`config.mk`:
```
export PLATFORM = sky130hd
export DESIGN_NAME = uart_frame_parser
export DESIGN_NICKNAME = d
export VERILOG_FILES = /design/src/rtl/uart_frame_parser.sv
export SDC_FILE = /design/constraint.sdc
export NUM_CORES = 1
export LEC_CHECK = 0
export BUFFER_PORTS_ARGS = -buffer_cell sky130_fd_sc_hd__buf_2
export CAP_MARGIN = 5
export CELL_PAD_IN_SITES_DETAIL_PLACEMENT = 0
export CELL_PAD_IN_SITES_GLOBAL_PLACEMENT = 1
export CORE_ASPECT_RATIO = 0.75
export CORE_MARGIN = 2
export CORE_UTILIZATION = 51
export CTS_CLUSTER_DIAMETER = 200
export DETAILED_ROUTE_END_ITERATION = 10
export PLACE_DENSITY_LB_ADDON = 0.2
export SYNTH_ARGS = -nofsm -noshare
export SYNTH_HDL_FRONTEND = slang
export SYNTH_SLANG_ARGS = --single-unit
export TNS_END_PERCENT = 100
```
`constraint.sdc`:
```
create_clock -name clk -period 3.1 [get_ports clk]
set_input_delay 0.31 -clock clk [delete_from_list [all_inputs] [get_ports clk]]
set_output_delay 0.31 -clock clk [all_outputs]
set_load 0.05 [all_outputs]
```
`src/rtl/uart_frame_parser.sv`:
```
// Framed-packet parser behind the UART receiver: SYNC, LEN, PAYLOAD, CSUM -> store-and-forward drain.
// Optional frame statistics counters are built when UART_FRAME_STATS_EN is defined.
module uart_frame_parser #(
  parameter logic [7:0] SYNC_BYTE      = 8'hA5,
  parameter int         MAX_LEN        = 16,
  parameter int         TIMEOUT_CYCLES = 80000
) (
  input  logic        clk,
  input  logic        rst,
  input  logic [7:0]  rx_data,
  input  logic        rx_valid,
  output logic [7:0]  out_data,
  output logic        out_valid,
  input  logic        out_ready,
  output logic        out_last,
  output logic        frame_ok,
  output logic        frame_err,
  output logic [1:0]  err_code,
  output logic        busy,
  output logic [15:0] good_count,
  output logic [15:0] bad_count
);
  localparam int AW = (MAX_LEN > 1) ? $clog2(MAX_LEN) : 1;
  localparam int TW = ($clog2(TIMEOUT_CYCLES + 1) > 17) ? $clog2(TIMEOUT_CYCLES + 1) : 17;
  localparam logic [TW-1:0] TLIM = TW'(TIMEOUT_CYCLES - 1);
  localparam logic [8:0]    MAXL = 9'(MAX_LEN);

  typedef enum logic [2:0] {HUNT, LEN, PAYLOAD, CSUM, DRAIN} state_t;

  state_t          state;
  logic            rx_valid_q;
  logic            byte_stb;
  logic [7:0]      len, sum, idx, rd_idx;
  logic [TW-1:0]   tcnt;
  logic [7:0]      mem [MAX_LEN];

  assign byte_stb = rx_valid && !rx_valid_q;
  assign busy     = (state != HUNT);

  // payload buffer: no reset, contents are don't-care outside a frame
  always_ff @(posedge clk)
    if (state == PAYLOAD && byte_stb) mem[idx[AW-1:0]] <= rx_data;

  always_ff @(posedge clk or posedge rst) begin
    if (rst) begin
      state      <= HUNT;
      rx_valid_q <= 1'b1;
      len        <= '0;
      sum        <= '0;
      idx        <= '0;
      rd_idx     <= '0;
      tcnt       <= '0;
      out_data   <= '0;
      out_valid  <= 1'b0;
      out_last   <= 1'b0;
      frame_ok   <= 1'b0;
      frame_err  <= 1'b0;
      err_code   <= 2'd0;
    end else begin
      rx_valid_q <= rx_valid;
      frame_ok   <= 1'b0;
      frame_err  <= 1'b0;
      // inter-byte watchdog only runs while a frame is being collected
      if (state inside {LEN, PAYLOAD, CSUM}) tcnt <= byte_stb ? '0 : tcnt + 1'b1;
      else                                   tcnt <= '0;

      case (state)
        HUNT:
          if (byte_stb && rx_data == SYNC_BYTE) state <= LEN;
        LEN:
          if (byte_stb) begin
            len <= rx_data;
            if (rx_data == 8'd0 || {1'b0, rx_data} > MAXL) begin
              frame_err <= 1'b1;
              err_code  <= 2'd1;
              state     <= HUNT;
            end else begin
              sum   <= rx_data;
              idx   <= '0;
              state <= PAYLOAD;
            end
          end else if (tcnt == TLIM) begin
            frame_err <= 1'b1;
            err_code  <= 2'd3;
            state     <= HUNT;
          end
        PAYLOAD:
          if (byte_stb) begin
            sum <= sum + rx_data;
            idx <= idx + 8'd1;
            if (idx + 8'd1 == len) state <= CSUM;
          end else if (tcnt == TLIM) begin
            frame_err <= 1'b1;
            err_code  <= 2'd3;
            state     <= HUNT;
          end
        CSUM:
          if (byte_stb) begin
            if (sum + rx_data == 8'd0) begin
              frame_ok <= 1'b1;
              rd_idx   <= '0;
              state    <= DRAIN;
            end else begin
              frame_err <= 1'b1;
              err_code  <= 2'd2;
              state     <= HUNT;
            end
          end else if (tcnt == TLIM) begin
            frame_err <= 1'b1;
            err_code  <= 2'd3;
            state     <= HUNT;
          end
        DRAIN: begin
          if (byte_stb) begin
            frame_err <= 1'b1;
            err_code  <= 2'd3;
          end
          // rd_idx points at the next byte to present
          if (!out_valid) begin
            out_valid <= 1'b1;
            out_data  <= mem[0];
            out_last  <= (len == 8'd1);
            rd_idx    <= 8'd1;
          end else if (out_ready) begin
            if (out_last) begin
              out_valid <= 1'b0;
              out_last  <= 1'b0;
              state     <= HUNT;
            end else begin
              out_data <= mem[rd_idx[AW-1:0]];
              out_last <= (rd_idx == len - 8'd1);
              rd_idx   <= rd_idx + 8'd1;
            end
          end
        end
        default: state <= HUNT;
      endcase
    end
  end

`ifdef UART_FRAME_STATS_EN
  always_ff @(posedge clk or posedge rst) begin
    if (rst) begin
      good_count <= '0;
      bad_count  <= '0;
    end else begin
      if (frame_ok  && good_count != 16'hFFFF) good_count <= good_count + 16'd1;
      if (frame_err && bad_count  != 16'hFFFF) bad_count  <= bad_count + 16'd1;
    end
  end
`else
  assign good_count = '0;
  assign bad_count  = '0;
`endif

endmodule
```
==> results of run 1 <==
## routing by layer
metal | up-vias | wire (um) | track usage
met5 | - | 0 | 0
met4 | 0 | 156 | 0.0608
met3 | 11 | 1110 | 0.0390
met2 | 168 | 9210 | 0.337
met1 | 2757 | 9430 | 0.343
li1 | 2490 | - | -
## layout make-up
| cell class | instances | area share |
|---|---|---|
| flip-flops and latches | 195 | 0.543 |
| multi-input cells | 422 | 0.329 |
| clock buffers | 22 | 0.0471 |
| repair buffers | 60 | 0.0396 |
| well taps | 242 | 0.0298 |
| clock inverters | 10 | 0.00861 |
| inverters | 10 | 0.00369 |
## cells by family (layout without fill, tap and decap cells)
logic type,after synthesis,in the layout,share of synthesized area
AO/OA/AOI/OAI,82,82,0.0637
XOR/XNOR,44,44,0.0422
adder cells (fa/ha/maj),16,16,0.0227
buffers and inverters,71,102,0.0427
flip-flops,195,195,0.604
multiplexers,62,62,0.124
other,1,32,0.000410
AND/OR/NAND/NOR,186,186,0.100
## cell usage in the layout, fill, tap and decap left out, types with 5 or more instances in the layout
master,Yosys,final
nand2b_1,8,8
inv_6,0,5
dfrtp_1,66,65
nand2_1,31,31
o21ai_0,22,22
nor4_1,5,5
ha_1,15,15
buf_2,3,26
xor2_1,18,18
nor3_1,13,13
mux2_2,11,11
mux4_2,40,40
edfxtp_1,128,128
mux2i_1,11,11
conb_1,1,32
xnor2_1,26,26
and3_1,11,11
nand3_1,18,18
clkbuf_16,0,18
inv_1,10,9
a21oi_1,17,17
nor2_1,69,69
buf_4,32,31
or2_2,5,5
## sequential cells by signal (all words and copies together) (netlist names), 3 cells and up
| signal | cells |
|---|---|
| sum | 8 |
| idx | 8 |
| len | 8 |
| tcnt | 17 |
| out_data | 8 |
| state | 3 |
| mem | 128 |
| rd_idx | 8 |
## stage by stage
stage / setup slack [ns] / power, uW
after floorplan: 0.419 / 3060
after global placement: 0.216 / 3110
after detailed placement: 0.194 / 3110
after CTS: 0.247 / 5220
after global routing: 0.0326 / 5350
final: 0.214 / 5190
## timing repair
action	CTS	global route
hold buffers	2	0
hold endpoints to repair	19	0
gates resized for setup	0	0
## worst max-delay path: cells and delay by family, from the launching register on
family	cells	cell delay, ns
AO/OA/AOI/OAI	5	1.23
adder cells (fa/ha/maj)	2	0.63
buffers and inverters	2	0.41
flip-flops	1	0.40
AND/OR/NAND/NOR	1	0.10
## worst max path at each step
stage | start | end | cells past startpoint
2_1_floorplan | sum[0] | rd_idx[3] | 8
3_3_place_gp | rx_data[0] | rd_idx[3] | 11
3_5_place_dp | rx_data[0] | rd_idx[3] | 11
4_1_cts | sum[0] | rd_idx[3] | 10
5_1_grt | sum[0] | rd_idx[6] | 10
6_report | sum[0] | rd_idx[4] | 10
## where the power goes
part	switching [uW]	leakage [uW]	internal, uW
combinational	204	0.00148	63.2
sequential	10.8	0.00208	2780
clock	1000	0.000281	1130
total	1220	0.00384	3980
==> flow_summary.yaml, run 1 <==
outcome:
  status: "finished clean"
timing:
  worst_hold_slack_ns: 0.337
  max_freq_mhz: 347
  finalHoldViolCount: 0
  min_period_over_period: 0.931
  tightest_slew_ns: 0.833
  fin_tns_setup_ns: 0
  rsz0062_at_grt: "false"
  relSlewSlack: 0.443
  fin_skew_ns: 0.00866
  period_minus_slack_ns: 2.89
  slew_violations: 0
  setup_viol: 0
worst_hold_path:
  holdCritPathClass: "in -> reg"
  worstHoldStart: "rx_data[7]"
  hold_depth: 1
  hold_path_end: "mem[8][7]"
finish:
  seqCellArea_mm2: 0.00552
  post-route-util: 0.578
  fin_area_mm2: 0.0102
  diodes: 0
  multi_input_area_mm2: 0.00334
  fin_nets: 734
  drive_above_1_share: 0.224
  stdcell_count: 961
  num-fill-cells: 1401
  areaGrowthSynthToFinish_pct: 11.3
clocking:
  htreeDepth: 4
  cts_tree: "built"
  clkSinkCount: 195
  cts-root-buf: "clkbuf_16"
  cts_buffer_depth: 2
  path_clk_slew_ns: 0.08
  clk_latency_ns: 0.44
  cts_made_buffers: 17
  post_cts_buffers: 0
pwr:
  power_density_mw_per_mm2: 510
  power_leakage_uw: 0.00384
  peakVddDrop_mv: 0.321
floorplanning:
  initial_core_util: 0.519
  ios: 59
  dieArea_mm2: 0.0190
  coreArea_mm2: 0.0176
  die_h_um: 120
  num_rows: 42
  die_w_um: 159
worst_setup_path:
  reg2reg_depth: 10
  path_class: "reg -> reg"
  crit_required_ns: 3.42
  critPathArrivalTime_ns: 3.21
  crit_top_cell: "buf_4"
  worstPathCellList: "ha_1, fa_1, a211oi_1, buf_4, o21ba_2, o221ai_1, a2111oi_4, buf_4, nor2_2, a211o_1"
  r2r-end: "rd_idx[4]"
  timing.critical_path.fanout_max: 7
  reg2reg_setup_slack_ns: 0.21
  start_kind: "flop"
  r2r_start: "sum[0]"
  slowest_stage: "fa_1"
  end_kind: "flop"
  slowest_delay_ns: 0.41
yosys:
  ys_async_sr_fraction: 0.344
  synth_seq_cells: 195
  synth_common_cells: "128 x edfxtp_1, 69 x nor2_1, 66 x dfrtp_1"
  synth.avg_cell_area_um2: 13.9
  ys_types: 63
  synth_flop_cell: "edfxtp_1"
  synth_top_cell_area_share: 0.421
  yosys_warnings: 0
  syn_inst: 657
  synth-edff-count: 128
  synth_area_mm2: 0.00914
  synth_top_cell_by_area: "edfxtp_1"
  yosysSeqAreaShare: 0.604
  yosysMostFrequentCell: "edfxtp_1"
  netlist_top_cells_area: "edfxtp_1 42%, dfrtp_1 18%, mux4_2 9.9%, nor2_1 2.8%, buf_4 2.6%"
global_routing:
  gr-total-overflow: 0
  track_usage: 0.225
  grt_pass1_vias: 5477
  grt_max_degree: 38
  antenna_found_initial: 0
  grt_pass1_wl_mm: 31.5
placement:
  dpl_cell_area_mm2: 0.00959
  hpwl_mm: 13.2
  dp_cells: 927
  gp_congestion: 0.868
  io_buffers: 26
routing:
  drc: 0
  via_per_inst: 5.65
  wl_mm: 19.9
  drt-initial-drc-count: 498
  num_vias: 5426
  wl_per_cell_um: 20.7
  route.antenna.remaining_nets: 0
  first_pass_iters: 8
job:
  max-cap-violations: 0
No activity file was read; power rests on OpenSTA's default activity.
==> run 2: changes to the inputs <==
Settings changed: CELL_PAD_IN_SITES_DETAIL_PLACEMENT 0 to unset, CELL_PAD_IN_SITES_GLOBAL_PLACEMENT 1 to unset, CORE_UTILIZATION 51 to 52.
==> flow_summary.yaml, run 2 (synthesis results as in run 1) <==
finish:
  drive_above_1_share: 0.227
  layout_commonest_cell: "edfxtp_1"
  num-fill-cells: 1313
  fin_nets: 737
  largest_reg_flops: 128
  stdcell_count: 958
  layout_common_cells: "128 x edfxtp_1, 69 x nor2_1, 65 x dfrtp_1"
  fin_area_mm2: 0.0103
  diodes: 0
  areaGrowthSynthToFinish_pct: 12.3
timing:
  tightest_slew_ns: 0.938
  min_period_over_period: 0.916
  rsz0062_at_grt: "false"
  period_minus_slack_ns: 2.84
  finalHoldViolCount: 0
  relSlewSlack: 0.375
  max_freq_mhz: 352
  setup_viol: 0
  slew_violations: 0
  fin_skew_ns: 0.0104
  fin_tns_setup_ns: 0
global_routing:
  grt_max_degree: 50
  track_usage: 0.232
  grt_pass1_vias: 5500
  gr-total-overflow: 0
  antenna_found_initial: 0
  grt_pass1_wl_mm: 31.8
clocking:
  clkSinkCount: 195
  cts_hold_buf: 2
  cts_made_buffers: 17
  cts-root-buf: "clkbuf_16"
  post_cts_buffers: 0
  cts_resized: 0
  cts_buffer_depth: 2
  clk_latency_ns: 0.43
  path_clk_slew_ns: 0.07
  htreeDepth: 4
  cts_tree: "built"
routing:
  via_per_inst: 5.78
  first_pass_iters: 5
  drc: 0
  wl_mm: 20.2
  num_vias: 5540
  wl_per_cell_um: 21.1
  route.antenna.remaining_nets: 0
  drt-initial-drc-count: 499
floorplanning:
  die_w_um: 157
  dieArea_mm2: 0.0187
  ios: 59
  die_h_um: 119
  initial_core_util: 0.537
  coreArea_mm2: 0.0170
  num_rows: 41
worst_setup_path:
  critPathArrivalTime_ns: 3.16
  reg2reg_setup_slack_ns: 0.26
  timing.critical_path.fanout_max: 7
  start_kind: "flop"
  end_kind: "flop"
  reg2reg_depth: 9
  crit_required_ns: 3.41
  path_class: "reg -> reg"
placement:
  dp_cells: 924
  hpwl_mm: 13.8
  gp_congestion: 0.853
  io_buffers: 26
  dpl_cell_area_mm2: 0.00962
job:
  max-cap-violations: 0
pwr:
  power_density_mw_per_mm2: 525
  power_leakage_uw: 0.00389
  peakVddDrop_mv: 0.404
outcome:
  status: "finished clean"
worst_hold_path:
  hold_depth: 3
  holdCritPathClass: "in -> reg"
run 2: layout make-up:
class	instances	area [um2]	area share
inverters	10	37.5	0.00366
multi-input cells	422	3340	0.326
clock buffers	20	457	0.0445
clock inverters	12	168	0.0163
well taps	236	295	0.0288
flip-flops and latches	195	5520	0.538
repair buffers	63	438	0.0427
run 2: where the power goes:
| part | internal (uW) | total (uW) | switching [uW] | leakage (uW) |
|---|---|---|---|---|
| combinational | 64.1 | 269 | 205 | 0.00151 |
| clock | 1330 | 2320 | 991 | 0.000303 |
| sequential | 2780 | 2790 | 11.3 | 0.00208 |
| total | 4180 | 5390 | 1210 | 0.00389 |
run 2: through the flow:
stage | hold slack (ns) | total power [uW] | setup slack (ns) | utilization
global placement | 0.326 | 3100 | 0.252 | 0.565
floorplan | 0.314 | 3060 | 0.419 | -
detailed placement | 0.333 | 3110 | 0.212 | 0.565
CTS | 0.296 | 5420 | 0.262 | 0.603
global route | 0.326 | 5550 | 0.105 | 0.603
finish | 0.315 | 5390 | 0.260 | 0.603
run 2: worst max-delay path, stage by stage, from the launching register on:
cell       delay [ns]
dfrtp_1          0.38
ha_1             0.22
fa_1             0.42
a211oi_1         0.33
buf_4            0.18
o21ba_2          0.14
o221ai_1         0.16
a2111oi_4        0.40
nor2_2           0.17
a211o_1          0.32
run 2: path summary, 6_finish.rpt:
check,startpoint,to
max,sum[0],rd_idx[6]
min,rx_data[1],sum[1]
max reg2reg,sum[0],rd_idx[6]
min reg2reg,sum[0],sum[0]
max in group asynchronous,rst,rx_valid_q
min in group asynchronous,rst,out_data[7]
run 2: routing by layer:
layer / vias to the layer above / wire, um / GRT usage
li1: 2499 / - / -
met1: 2844 / 9350 / 0.345
met2: 176 / 9630 / 0.357
met3: 21 / 953 / 0.0440
met4: 0 / 297 / 0.0568
met5: - / 0 / 0
==> run 3: changes to the inputs <==
Settings changed: CORE_ASPECT_RATIO 0.75 to 0.8.
==> flow_summary.yaml, run 3 (synthesis results as in run 1) <==
floorplanning:
  initial_core_util: 0.529
  coreArea_mm2: 0.0173
  die_w_um: 152
  ios: 59
  die_h_um: 123
  num_rows: 43
  dieArea_mm2: 0.0187
timing:
  min_period_over_period: 0.909
  finalHoldViolCount: 0
  max_freq_mhz: 355
  setup_viol: 0
  period_minus_slack_ns: 2.82
  fin_tns_setup_ns: 0
  slew_violations: 0
  rsz0062_at_grt: "false"
  relSlewSlack: 0.461
  tightest_slew_ns: 0.809
  fin_skew_ns: 0.00967
pwr:
  power.total_uw: 5170
  power_leakage_uw: 0.00386
  power_density_mw_per_mm2: 508
  peakVddDrop_mv: 0.391
finish:
  fin_nets: 738
  diodes: 0
  layout_common_cells: "128 x edfxtp_1, 69 x nor2_1, 65 x dfrtp_1"
  post-route-util: 0.590
  areaGrowthSynthToFinish_pct: 11.5
  largest_reg_flops: 128
  seqCellArea_mm2: 0.00552
  layout_commonest_cell: "edfxtp_1"
  multi_input_area_mm2: 0.00334
  drive_above_1_share: 0.230
  num-fill-cells: 1339
worst_setup_path:
  end_kind: "flop"
  crit_required_ns: 3.42
  reg2reg_depth: 9
  critPathArrivalTime_ns: 3.14
  timing.critical_path.fanout_max: 7
  path_class: "reg -> reg"
  reg2reg_setup_slack_ns: 0.28
  start_kind: "flop"
clocking:
  cts-root-buf: "clkbuf_16"
  cts_resized: 0
  cts_buffer_depth: 2
  clk_latency_ns: 0.43
  cts_tree: "built"
  clkSinkCount: 195
  htreeDepth: 4
  cts_made_buffers: 17
  path_clk_slew_ns: 0.07
global_routing:
  grt_pass1_wl_mm: 31.7
  gr-total-overflow: 0
  antenna_found_initial: 0
  track_usage: 0.230
  grt_max_degree: 40
  grt_pass1_vias: 5425
routing:
  route.antenna.remaining_nets: 0
  via_per_inst: 5.87
  first_pass_iters: 5
  drc: 0
  drt-initial-drc-count: 565
  num_vias: 5569
  wl_per_cell_um: 21.8
  wl_mm: 20.7
placement:
  gp_congestion: 0.922
  io_buffers: 26
  hpwl_mm: 14.0
outcome:
  status: "finished clean"
worst_hold_path:
  holdCritPathClass: "in -> async"
job:
  max-cap-violations: 0
run 3: cell count changes in the layout (fill, tap and decap cells not counted), moves of 2 or more:
cell        delta
clkbuf_8       -2
bufinv_16      -2
clkinv_2       +3
clkinvlp_4     +2
buf_4          +2
run 3: final cells by class:
class / instances / share of cell area
flip-flops and latches: 195 / 0.542
multi-input cells: 422 / 0.328
repair buffers: 64 / 0.0435
clock buffers: 19 / 0.0425
well taps: 225 / 0.0276
clock inverters: 13 / 0.0123
inverters: 10 / 0.00368
run 3: stage by stage:
stage	hold WS, ns	instance area [um2]	std cells	worst slack (ns)
floorplan	0.314	9260	688	0.419
detailed placement	0.444	9620	915	0.241
global route	0.0606	10200	948	0.151
CTS	0.0297	10200	948	0.320
finish	0.00978	10200	948	0.281
global placement	0.442	9620	915	0.300
run 3: critical path, cell delays in order, from the launching register on:
cell and delay (ns):
dfrtp_1 0.39, ha_1 0.23, fa_1 0.43, a211oi_1 0.30
buf_4 0.17, o21ba_2 0.16, o221ai_1 0.15, a2111oi_4 0.37
nor2_2 0.16, a211o_1 0.32
run 3: path summary, 6_finish.rpt:
path	startpoint	endpoint
worst max-delay path	sum[0]	rd_idx[3]
worst min-delay path	rst	tcnt[3]
worst max register to register	sum[0]	rd_idx[3]
worst min register to register	tcnt[0]	tcnt[0]
max in group asynchronous	rst	rx_valid_q
min in group clk	rx_data[3]	len[3]
run 3: repair_timing:
action | in CTS | in global routing
setup buffers | 0 | 0
hold endpoints to repair | 1 | 0
hold buffers | 1 | 0
run 3: routing by layer:
| metal | vias to the layer above | wire [um] | share of wire | global-route usage |
|---|---|---|---|---|
| met4 | 0 | 218 | 0.011 | 0.0654 |
| met2 | 182 | 9370 | 0.45 | 0.344 |
| met5 | - | 0 | 0 | 0 |
| met1 | 2868 | 9720 | 0.47 | 0.346 |
| li1 | 2500 | - | - | - |
| met3 | 19 | 1350 | 0.065 | 0.0484 |
run 3: report_power, final:
part / internal (uW) / leakage (uW) / switching, uW
clock network: 1120 / 0.000268 / 986
registers: 2780 / 0.00208 / 13.6
logic: 65.0 / 0.00151 / 206
